File: src/rtl/addsub_pkg.sv
// addsub_pkg: shared state encoding, mode codes and default width for the add/sub job issuer
package addsub_pkg;
  localparam int WIDTH_DEF = 8;
  localparam logic MODE_APBPCMD = 1'b0;
  localparam logic MODE_AMBPCPD = 1'b1;
  typedef enum logic [2:0] {S_IDLE, S_START, S_WAIT, S_CAPTURE, S_TOUT, S_CLEAR} state_t;
endpackage

File: src/rtl/addsub_ref_model.sv
// addsub_ref_model: expected result of the add/sub unit, wrapping modulo 2^WIDTH
module addsub_ref_model
  import addsub_pkg::*;
#(
  parameter int WIDTH = WIDTH_DEF
) (
  input  logic             mode,
  input  logic [WIDTH-1:0] a,
  input  logic [WIDTH-1:0] b,
  input  logic [WIDTH-1:0] c,
  input  logic [WIDTH-1:0] d,
  output logic [WIDTH-1:0] y
);
  always_comb y = (mode == MODE_AMBPCPD) ? a - b + c + d : a + b + c - d;
endmodule

File: src/rtl/addsub_job_issuer.sv
// addsub_job_issuer: feeds host jobs to the multicycle add/sub unit and returns checked results
module addsub_job_issuer
  import addsub_pkg::*;
#(
  parameter int WIDTH        = WIDTH_DEF,
  parameter int START_CYCLES = 2,
  parameter int TIMEOUT      = 16,
  parameter int CNT_W        = 16
) (
  input  logic             clock,
  input  logic             reset,
  input  logic             job_valid,
  output logic             job_ready,
  input  logic             job_mode,
  input  logic [WIDTH-1:0] job_a,
  input  logic [WIDTH-1:0] job_b,
  input  logic [WIDTH-1:0] job_c,
  input  logic [WIDTH-1:0] job_d,
  output logic             start,
  output logic             mode,
  output logic [WIDTH-1:0] op_a,
  output logic [WIDTH-1:0] op_b,
  output logic [WIDTH-1:0] op_c,
  output logic [WIDTH-1:0] op_d,
  output logic             unit_reset,
  input  logic             done,
  input  logic [WIDTH-1:0] result,
  output logic             res_valid,
  input  logic             res_ready,
  output logic [WIDTH-1:0] res_data,
  output logic             res_mismatch,
  output logic             res_timeout,
  output logic             busy,
  output logic [CNT_W-1:0] job_count,
  output logic [CNT_W-1:0] err_count
);
  localparam int SC_W = START_CYCLES > 1 ? $clog2(START_CYCLES) : 1;
  localparam int TM_W = $clog2(TIMEOUT + 1);
  state_t state, state_n;
  logic [SC_W-1:0] scnt;
  logic [TM_W-1:0] timer;
  logic done_seen, load, mis, err_inc;
  logic [WIDTH-1:0] expected;
  addsub_ref_model #(.WIDTH(WIDTH)) u_ref (
    .mode(mode), .a(op_a), .b(op_b), .c(op_c), .d(op_d), .y(expected)
  );
  assign job_ready  = state == S_IDLE;
  assign start      = state == S_START;
  assign busy       = state != S_IDLE;
  assign unit_reset = reset || state == S_CLEAR;
  // a full result register only blocks a load when the host is not draining it this cycle
  assign load    = (state == S_CAPTURE || state == S_TOUT) && (!res_valid || res_ready);
  assign mis     = result != expected;
  assign err_inc = state == S_TOUT || mis;
  always_comb begin
    state_n = state;
    unique case (state)
      S_IDLE:    state_n = job_valid ? S_START : S_IDLE;
      S_START:   state_n = scnt == '0 ? S_WAIT : S_START;
      S_WAIT:    state_n = (done || done_seen) ? S_CAPTURE :
                           timer == TM_W'(TIMEOUT) ? S_TOUT : S_WAIT;
      S_CAPTURE,
      S_TOUT:    state_n = load ? S_CLEAR : state;
      S_CLEAR:   state_n = S_IDLE;
      default:   state_n = S_IDLE;
    endcase
  end
  always_ff @(posedge clock) begin
    if (reset) begin
      state        <= S_IDLE;
      mode         <= 1'b0;
      op_a         <= '0;
      op_b         <= '0;
      op_c         <= '0;
      op_d         <= '0;
      scnt         <= '0;
      timer        <= '0;
      done_seen    <= 1'b0;
      res_valid    <= 1'b0;
      res_data     <= '0;
      res_mismatch <= 1'b0;
      res_timeout  <= 1'b0;
      job_count    <= '0;
      err_count    <= '0;
    end else begin
      state <= state_n;
      if (state == S_IDLE && job_valid) begin
        mode <= job_mode;
        op_a <= job_a;
        op_b <= job_b;
        op_c <= job_c;
        op_d <= job_d;
        scnt <= SC_W'(START_CYCLES - 1);
      end
      if (state == S_START) begin
        scnt      <= scnt - 1'b1;
        done_seen <= done_seen || done;
        if (scnt == '0) timer <= TM_W'(1);
      end
      if (state == S_WAIT) timer <= timer + 1'b1;
      if (state == S_CLEAR) begin
        done_seen <= 1'b0;
        timer     <= '0;
      end
      if (load) begin
        res_valid    <= 1'b1;
        res_data     <= state == S_CAPTURE ? result : '0;
        res_mismatch <= state == S_CAPTURE && mis;
        res_timeout  <= state == S_TOUT;
        job_count    <= &job_count ? job_count : job_count + 1'b1;
        err_count    <= (err_inc && !(&err_count)) ? err_count + 1'b1 : err_count;
      end else if (res_ready) begin
        res_valid <= 1'b0;
      end
    end
  end
endmodule
File: config.mk
export PLATFORM = sky130hd
export DESIGN_NAME = addsub_job_issuer
export DESIGN_NICKNAME = d
export VERILOG_FILES = /design/src/rtl/addsub_pkg.sv /design/src/rtl/addsub_ref_model.sv /design/src/rtl/addsub_job_issuer.sv
export SDC_FILE = /design/constraint.sdc
export NUM_CORES = 1
export LEC_CHECK = 0
export BUFFER_PORTS_ARGS = -buffer_cell sky130_fd_sc_hd__buf_2
export CAP_MARGIN = 10
export CORE_MARGIN = 2
export CORE_UTILIZATION = 55
export CTS_CLUSTER_DIAMETER = 100
export DETAILED_ROUTE_END_ITERATION = 12
export PLACE_DENSITY = 0.82
export SYNTH_ARGS = -nofsm -noshare
export SYNTH_HDL_FRONTEND = slang
export SYNTH_HIERARCHICAL = 1
export SYNTH_SLANG_ARGS = --single-unit
File: constraint.sdc
create_clock -name clock -period 12.4 [get_ports clock]
set_clock_uncertainty 0.1 [all_clocks]
set_input_delay 1.86 -clock clock [delete_from_list [all_inputs] [get_ports clock]]
set_output_delay 1.86 -clock clock [all_outputs]
set_load 0.03 [all_outputs]
==> summary.txt <==
Yosys
  • Ys async rst share: 0
  • Cells after Synth: 637
  • Number of synthesized flops with an enable pin: 0
  • Post-synthesis net count: 729
  • Most used DFF post-synth: dfxtp_1
  • Syn_area_per_cell: 8.301 µm²
  • Register area share after synthesis: 0.3256
  • Synthesis-stage register bit count: 86
  • Synth warnings: 6
  • Number of different library cells in the post-synthesis netlist: 55
  • Post-Syn Area: 5288 µm²

Global route
  • First-pass GRT wire length: 21530 µm
  • Largest net degree at the start of global routing: 90
  • Initial antenna violation count: 2
  • Tot GR Track Use: 0.2595
  • Grt ovf: 0
  • Vias in the first global route: 4621

CTS
  • Clk root buf: clkbuf_8
  • Clock sinks: 86
  • CTS Hold Bufs: 0
  • Htree depth: 3
  • Clk buf depth: 2
  • CTS buffer count: 9
  • CTS tree: yes
  • Clock Latency Late Sink: 0.36 ns
  • Post-CTS Repair Setup Buffers: 0
  • Post-CTS sizing: 0
  • Clock-pin slew on the worst setup and hold paths: 0.09 ns

Finish
  • Fill count: 791
  • Sequential cell area: 1722 µm²
  • Most common cell after layout, fill and taps aside: buf_2
  • Most frequent cells in the layout: buf_2, nand2_1, dfxtp_1
  • # nets final: 835
  • Finished Core Util: 0.6644
  • Share of cells above drive strength 1: 0.2166
  • Area Growth Syn to Fin: 16.66%
  • Finished Cell Area: 6168 µm²
  • Multi-input logic area: 3153 µm²
  • Non-filler cells, final: 878

Setup path
  • Worst setup SP type: register
  • CP Max Fanout: 25
  • CP max-delay cell: and4b_1
  • Delay-heaviest family, CP: adder cells
  • Crit path DAT: 5.44 ns
  • Crit-path max cell delay: 0.81 ns
  • Worst EP required: 12.55 ns
  • Setup crit end kind: register
  • Critical path class: reg -> reg
  • Buf+Inv Stages, Crit Path: 3
  • R2r setup slk: 7.11 ns
  • CP Cell Sequence: inv_1 > fa_1 > inv_1 > fa_1 > inv_1 > ha_1 > fa_1 > a211o_1 > o2111a_1 > o211ai_2 > nand4_1 > xnor2_1 > xor2_1 > nor4_1 > and4b_1 > nor4b_1 > mux2_2

Drt
  • # DRC: 0
  • DR WL met2: 6316 µm
  • DRT Wirelength: 13150 µm
  • Via density: 5.566
  • TritonRoute pass-1 iters: 5
  • Initial detailed-routing violation count: 282
  • Routed len/inst: 14.98 µm
  • Met3 wire length: 904 µm
  • Met1 wire length: 5750 µm
  • Top Metal Used: met5
  • Antenna Violating Nets Remaining: 0
  • Routed vias: 4887

Floorplan
  • Row count: 35
  • Core box area: 9284 µm²
  • Die area: 10410 µm²
  • Starting Density: 0.5695
  • Chip Height: 102.1 µm
  • Num ports: 126
  • Die X-Extent: 102.1 µm

STA
  • Setup TNS: 0 ns
  • Hold Slack: 0.3738 ns
  • Final hold vios: 0
  • Final Max Slew Viols: 0
  • Final worst path period share: 0.4266
  • Final Critical Period: 5.290 ns
  • Setup violations, final: 0
  • PnR worst setup slack: 7.110 ns
  • RSZ-0062 raised after global routing: false
  • F_max: 189.1 MHz
  • Worst rel slew slack: 0.2193
  • Worst Max-Slew Pin Slew: 1.171 ns

Power and ir drop
  • Peak VDD IR: 87.35 µV
  • Pwr/cell area: 156.2 nW/µm²
  • LEAKAGE: 2.773 nW
  • Tot Pwr: 0.9635 mW

Placed design
  • HPWL after detailed placement: 9812 µm
  • Pre-CTS WS: 7.143 ns
  • Placer Congestion: 0.8441
  • Dpl cell area: 5951 µm²
  • # port buffers: 125
  • Placed Instances: 861

Worst hold path
  • Worst min path class: reg -> reg

Job
  • Max cap viols: 0

Status
  • Outcome: complete, no violations
==> cell usage after synthesis (all sizes together) (5+ instances only) <==
cell type | instances | area, µm²
dfxtp | 86 | 1722
nor4 | 12 | 75.07
nor3 | 12 | 60.06
buf | 12 | 63.80
xor2 | 13 | 121.4
o31ai | 7 | 52.55
nand4 | 10 | 62.56
fa | 28 | 560.5
inv | 73 | 274.0
and4 | 5 | 43.79
mux2 | 10 | 112.6
ha | 18 | 225.2
o21ai | 10 | 53.80
mux2i | 5 | 50.05
xnor2 | 19 | 166.4
a22oi | 10 | 75.07
clkbuf | 20 | 75.07
nor2 | 48 | 180.2
nor4b | 6 | 52.55
a21oi | 55 | 275.3
or4 | 6 | 45.04
nand3 | 15 | 75.07
nor3b | 8 | 71.32
nor2b | 13 | 81.33
nand2b | 5 | 31.28
nand2 | 89 | 334.1
==> routing by layer <==
| layer | vias up | GRT usage |
|---|---|---|
| met5 | - | 0 |
| met4 | 2 | 0.07692 |
| met3 | 17 | 0.04993 |
| met2 | 147 | 0.4337 |
| met1 | 2356 | 0.3441 |
| li1 | 2365 | - |
==> kinds of logic (layout without fill, tap and decap cells) <==
logic type / count (synthesis) / after routing / share of synthesized area
AO/OA/AOI/OAI: 111 / 111 / 0.1325
XOR/XNOR: 32 / 32 / 0.05443
adder cells (fa/ha/maj): 46 / 46 / 0.1486
buffers and inverters: 105 / 216 / 0.07809
flip-flops: 86 / 86 / 0.3256
multiplexers: 15 / 15 / 0.03076
other: 0 / 1 / 0
AND/OR/NAND/NOR: 242 / 242 / 0.2300
==> report_power, final <==
group	leakage (nW)	internal [mW]	total (mW)	switching, mW
sequential	0.699	0.292	0.318	0.0253
clock	0.107	0.106	0.215	0.109
combinational	1.97	0.173	0.431	0.257
==> worst register-to-register path, stage by stage (launching register included) <==
cell,delay (ns)
dfxtp_1,0.42
inv_1,0.09
fa_1,0.51
inv_1,0.05
fa_1,0.51
inv_1,0.05
ha_1,0.22
fa_1,0.43
a211o_1,0.34
o2111a_1,0.15
o211ai_2,0.13
nand4_1,0.12
xnor2_1,0.24
xor2_1,0.10
nor4_1,0.40
and4b_1,0.81
nor4b_1,0.17
mux2_2,0.32
==> final timing paths <==
check | start | end | cells after the start
max | op_b[1] | err_count[3] | 17
min | op_d[1] | op_d[1] | 2
max reg2reg | op_b[1] | err_count[3] | 17
min reg2reg | op_d[1] | op_d[1] | 2
==> registers in the layout, indices dropped and copies added, names as in the netlist <==
name          cells
state             3
err_count        16
res_valid         1
op_d              8
res_timeout       1
job_count        16
done_seen         1
scnt              1
mode              1
res_mismatch      1
res_data          8
op_c              8
op_a              8
timer             5
op_b              8
==> layout make-up <==
cell class / instances / area share
antenna: 1 / 0.0004057
tap: 129 / 0.02617
multi-input combinational: 446 / 0.5112
timing repair buffer: 127 / 0.1039
inverter: 73 / 0.04442
clock inverter: 5 / 0.01034
sequential: 86 / 0.2791
clock buffer: 11 / 0.02454
(Power assumes the default switching activity.)
